--- config.mk ---
export PLATFORM = sky130hd
export DESIGN_NAME = reg_file_param
export DESIGN_NICKNAME = d
export VERILOG_FILES = /design/src/rtl/reg_file_param.sv
export SDC_FILE = /design/constraint.sdc
export NUM_CORES = 1
export LEC_CHECK = 0
export ABC_AREA = 0
export CAP_MARGIN = 5
export CORE_AREA = 2 2 57 59
export CTS_CLUSTER_DIAMETER = 30
export CTS_CLUSTER_SIZE = 30
export DETAILED_ROUTE_END_ITERATION = 8
export DIE_AREA = 0 0 59 61
export PLACE_DENSITY = 0.72
export SLEW_MARGIN = 20
export SYNTH_ARGS = -nofsm -noshare
export SYNTH_HDL_FRONTEND = slang
export SYNTH_SLANG_ARGS = --single-unit
export TNS_END_PERCENT = 20
--- constraint.sdc ---
create_clock -name clk -period 1.7 [get_ports clk]
set_clock_uncertainty 0.1 [all_clocks]
set_input_delay 0.34 -clock clk [delete_from_list [all_inputs] [get_ports clk]]
set_output_delay 0.34 -clock clk [all_outputs]
set_load 0.02 [all_outputs]
--- src/rtl/reg_file_param.sv ---
// Parametrised register file: two combinational read ports, one write port,
// optional write-to-read forwarding and a sequencer that reloads each entry with its index.
//
// state | meaning
// IDLE  | normal read/write; CLR starts a restore sweep
// SWEEP | one entry per edge reloaded with its index; writes are blocked
module reg_file_param #(
  parameter int WIDTH  = 4,
  parameter int DEPTH  = 4,
  parameter int ADDR_W = 2,
  parameter int BYPASS = 1
) (
  input  logic              clk,
  input  logic              rst,
  input  logic              WE,
  input  logic [ADDR_W-1:0] WR_ADDR,
  input  logic [WIDTH-1:0]  WR_DATA,
  input  logic [ADDR_W-1:0] SEL_A,
  input  logic [ADDR_W-1:0] SEL_B,
  input  logic              CLR,
  output logic [WIDTH-1:0]  OUT_A,
  output logic [WIDTH-1:0]  OUT_B,
  output logic              BUSY
);

  typedef enum logic {IDLE, SWEEP} state_t;

  state_t            state;
  logic [ADDR_W-1:0] ptr;
  logic              busy_q;
  logic [WIDTH-1:0]  regs [DEPTH];
  logic              wr_ok;

  assign wr_ok = WE & ~busy_q;

  always_ff @(posedge clk or posedge rst) begin
    if (rst) begin
      state  <= IDLE;
      ptr    <= '0;
      busy_q <= 1'b0;
      for (int i = 0; i < DEPTH; i++) regs[i] <= WIDTH'(i);
    end else begin
      if (wr_ok) regs[WR_ADDR] <= WR_DATA;
      case (state)
        IDLE: begin
          // A write accepted on this edge still lands; the sweep overwrites it later.
          if (CLR) begin
            state  <= SWEEP;
            busy_q <= 1'b1;
            ptr    <= '0;
          end
        end
        SWEEP: begin
          regs[ptr] <= WIDTH'(ptr);
          ptr       <= ptr + ADDR_W'(1);
          if (ptr == ADDR_W'(DEPTH - 1)) begin
            state  <= IDLE;
            busy_q <= 1'b0;
            ptr    <= '0;
          end
        end
        default: begin
          state  <= IDLE;
          busy_q <= 1'b0;
          ptr    <= '0;
        end
      endcase
    end
  end

  // Forwarding only applies to writes that will actually be committed.
  always_comb begin
    OUT_A = regs[SEL_A];
    OUT_B = regs[SEL_B];
    if (BYPASS != 0 && wr_ok && WR_ADDR == SEL_A) OUT_A = WR_DATA;
    if (BYPASS != 0 && wr_ok && WR_ADDR == SEL_B) OUT_B = WR_DATA;
  end

  assign BUSY = busy_q;

endmodule

==> flow_metrics.env <==
export IMPL_final_critical_path_setup_slack_ns=-0.356
export IMPL_synth_top_cells_by_area="sky130_fd_sc_hd__dfrtp_1, sky130_fd_sc_hd__mux4_2, sky130_fd_sc_hd__mux2i_1"
export IMPL_setup_worst_path_class="primary input to output pin"
export IMPL_buffer_ports_inserted=22
export IMPL_failed_checks="setup timing"
export IMPL_global_route_wire_length_before_repair_um=4920
export IMPL_detail_route_first_pass_iterations=4
export IMPL_die_height_um=61
export IMPL_clk_insertion_delay_late_ns=0.30
export IMPL_worstHoldPathType="primary input to async pin"
export IMPL_core_um2=2950
export IMPL_globalRouteOverflowTotal=0
export IMPL_routed_wl_met2_um=1620
export IMPL_ys_warnings_count=0
export IMPL_worst_slew_pin_transition_ns=0.487
export IMPL_grt_antenna_before_repair=0
export IMPL_hpwl_um=2330
export IMPL_timing_final_crit_period_ns=2.06
export IMPL_clk_pin_slew_worst_paths_ns=0.10
export IMPL_tritoncts_num_buffers=3
export IMPL_max_cap_viol_count=0
export IMPL_finalWeightedCongestion=0.831
export IMPL_yosys_top_cells_count="sky130_fd_sc_hd__a21oi_1, sky130_fd_sc_hd__dfrtp_1, sky130_fd_sc_hd__mux2i_1"
export IMPL_asyncSetResetFlopFracSynth_pct=100
export IMPL_totalWireLength_um=3100
export IMPL_cts_htree_levels=1
export IMPL_worst_setup_path_end_kind="output pin"
export IMPL_worst_ir_drop_vdd_uv=654
export IMPL_ff2ff_setup_slack_ns=0.13
export IMPL_critPathRequiredTime_ns=1.26
export IMPL_depth_of_the_most_critical_reg_to_reg_path=5
export IMPL_final_layout_size_suffix_gt1_share_pct=41.2
export IMPL_synth_cell_type_count=23
export IMPL_cts_tree="done"
export IMPL_core_rowCount=20
export IMPL_num_vias=1038
export IMPL_final_core_utilization_pct=63.2
export IMPL_diodes=0
export IMPL_die_x_um=59
export IMPL_post_synth_inst_count=115
export IMPL_mappedNetlistNets=133
export IMPL_grt_usage_pct=19.0
export IMPL_detail_route_wl_per_cell_um=16.7
export IMPL_synthesis_area_per_instance_um2=11.6
export IMPL_vias_in_the_first_global_route=1072
export IMPL_layout_worst_path_cycle_share_pct=121
export IMPL_timing_rr_end="regs[14]"
export IMPL_route_top_layer_used="met4"
export IMPL_grt_setup_unrepaired="true"
export IMPL_worst_endpoint_arrival_ns=1.62
export IMPL_design_final_nets=172
export IMPL_run_status="finished, violations left"
export IMPL_finalHoldViolations=0
export IMPL_cell_area_synth_um2=1340
export IMPL_detailroute_wirelength_met3_um=121
export IMPL_initial_core_util_pct=45.2
export IMPL_area_delta_synth_final_pct=39.8
export IMPL_yosys_area_top_type="sky130_fd_sc_hd__dfrtp_1"
export IMPL_detail_route_wirelength_met1_um=1290
export IMPL_drc=0
export IMPL_netlist_area_leader_share_pct=30.0
export IMPL_synth_sequential_area_ratio_pct=37.9
export IMPL_regToRegStartpoint="BUSY"
export IMPL_grt_start_max_net_pins=21
export IMPL_critical_path_startpoint_type="primary input"
export IMPL_drt_initial_drc_count=50
export IMPL_p_leak_nw=0.842
export IMPL_ys_ff_latch=20
export IMPL_die_footprint_um2=3600
export IMPL_timing_fmax_ghz=0.486
export IMPL_hold_buffer_count_at_cts=0
export IMPL_io_pin_count=23
export IMPL_finalPower_mw=2.63
export IMPL_final_antenna_net_count=0
export IMPL_clock_root_buffer="sky130_fd_sc_hd__clkbuf_4"
export IMPL_synth_top_flop_cell="sky130_fd_sc_hd__dfrtp_1"
export IMPL_vias_per_cell=5.58
export IMPL_setup_viol=8
export IMPL_timing_critical_path_fanout_max=5
export IMPL_cts_max_path_buffers=2
export IMPL_final_max_slew_viol_count=0
export IMPL_cts_sinks=20
export IMPL_max_slew_margin_rel_pct=67.5
export IMPL_synth_edff_count=0
export IMPL_power_density_nw_per_um2=1410
[worst max-delay path, cell delays in order]
cell                            delay, ns
sky130_fd_sc_hd__dlygate4sd2_1       0.21
sky130_fd_sc_hd__buf_6               0.14
sky130_fd_sc_hd__mux4_2              0.51
sky130_fd_sc_hd__mux2_4              0.28
sky130_fd_sc_hd__buf_6               0.13
[routing by layer]
metal | track usage [%] | vias up
met5 | 0 | -
met4 | 11.0 | 0
met3 | 2.35 | 7
met2 | 34.3 | 32
met1 | 21.8 | 497
li1 | - | 502
[cells in the final DEF (no fill, tap or decap), types with 4 or more instances in the layout]
| cell | n |
|---|---|
| sky130_fd_sc_hd__buf_6 | 14 |
| sky130_fd_sc_hd__dfstp_2 | 4 |
| sky130_fd_sc_hd__mux2_4 | 7 |
| sky130_fd_sc_hd__dfrtp_1 | 16 |
| sky130_fd_sc_hd__mux4_2 | 8 |
| sky130_fd_sc_hd__mux2i_1 | 16 |
| sky130_fd_sc_hd__dlygate4sd2_1 | 4 |
| sky130_fd_sc_hd__a21oi_1 | 16 |
| sky130_fd_sc_hd__buf_4 | 14 |
| sky130_fd_sc_hd__nand2_1 | 8 |
| sky130_fd_sc_hd__nor2_1 | 8 |
| sky130_fd_sc_hd__ha_1 | 4 |
| sky130_fd_sc_hd__clkdlybuf4s50_1 | 6 |
[metrics by stage]
| step | setup TNS, ns | worst slack (ns) | cells | hold WS [ns] | cell area [um^2] |
|---|---|---|---|---|---|
| after CTS | -2.77 | -0.355 | 186 | 0.248 | 1870 |
| after global routing | -3.10 | -0.395 | 186 | 0.304 | 1870 |
| after detailed placement | -10.90 | -1.01 | 178 | 0.465 | 1670 |
| final | -2.73 | -0.356 | 186 | 0.246 | 1870 |
| after floorplan | 0 | 0.00911 | 115 | 0.201 | 1350 |
| after global placement | -10.20 | -0.992 | 178 | 0.460 | 1670 |
[cell families after synthesis]
logic type,count (synthesis),share of synthesized area [%]
fa+ha+maj,4,3.75
compound gates,18,7.03
buf+inv,11,5.06
xor+xnor,4,2.62
mux,32,32.2
flops,20,37.9
simple gates,26,11.4
[flip-flops by register name, indices dropped and copies added (netlist names)]
register,count
BUSY,1
ptr,2
regs,16
state,1
[timing repair]
action	4_1_cts	5_1_grt
buffers inserted	4	0
pin swaps	4	0
gates resized for setup	82	1
setup endpoints to repair	9	9
[worst max-delay path by stage]
stage	depth (start not counted)	slack (ns)	from	endpoint
2_1_floorplan	3	0.009	SEL_B[1]	OUT_B[3]
3_3_place_gp	5	-0.99	SEL_B[1]	OUT_B[1]
3_5_place_dp	5	-1.01	SEL_B[1]	OUT_B[3]
4_1_cts	3	-0.35	regs[2]	OUT_B[2]
5_1_grt	5	-0.39	BUSY	OUT_A[0]
6_report	5	-0.36	SEL_A[1]	OUT_A[0]
[where the power goes]
group	total, mW	leakage, nW	switching, mW	internal [mW]
Sequential	0.986	0.242	0.259	0.727
Clock	0.271	0.0210	0.140	0.131
Combinational	1.37	0.579	0.611	0.764
Total	2.63	0.842	1.01	1.62
[cell type report]
cell class                      instances  area, um^2
Tap cell                               33        41.3
Sequential cell                        20         505
Fill cell                             231        1090
Inverter                                3        11.3
Clock buffer                            4        36.3
Multi-Input combinational cell         84         873
Timing Repair Buffer                   42         399
Power figures use the tool's default switching activity.
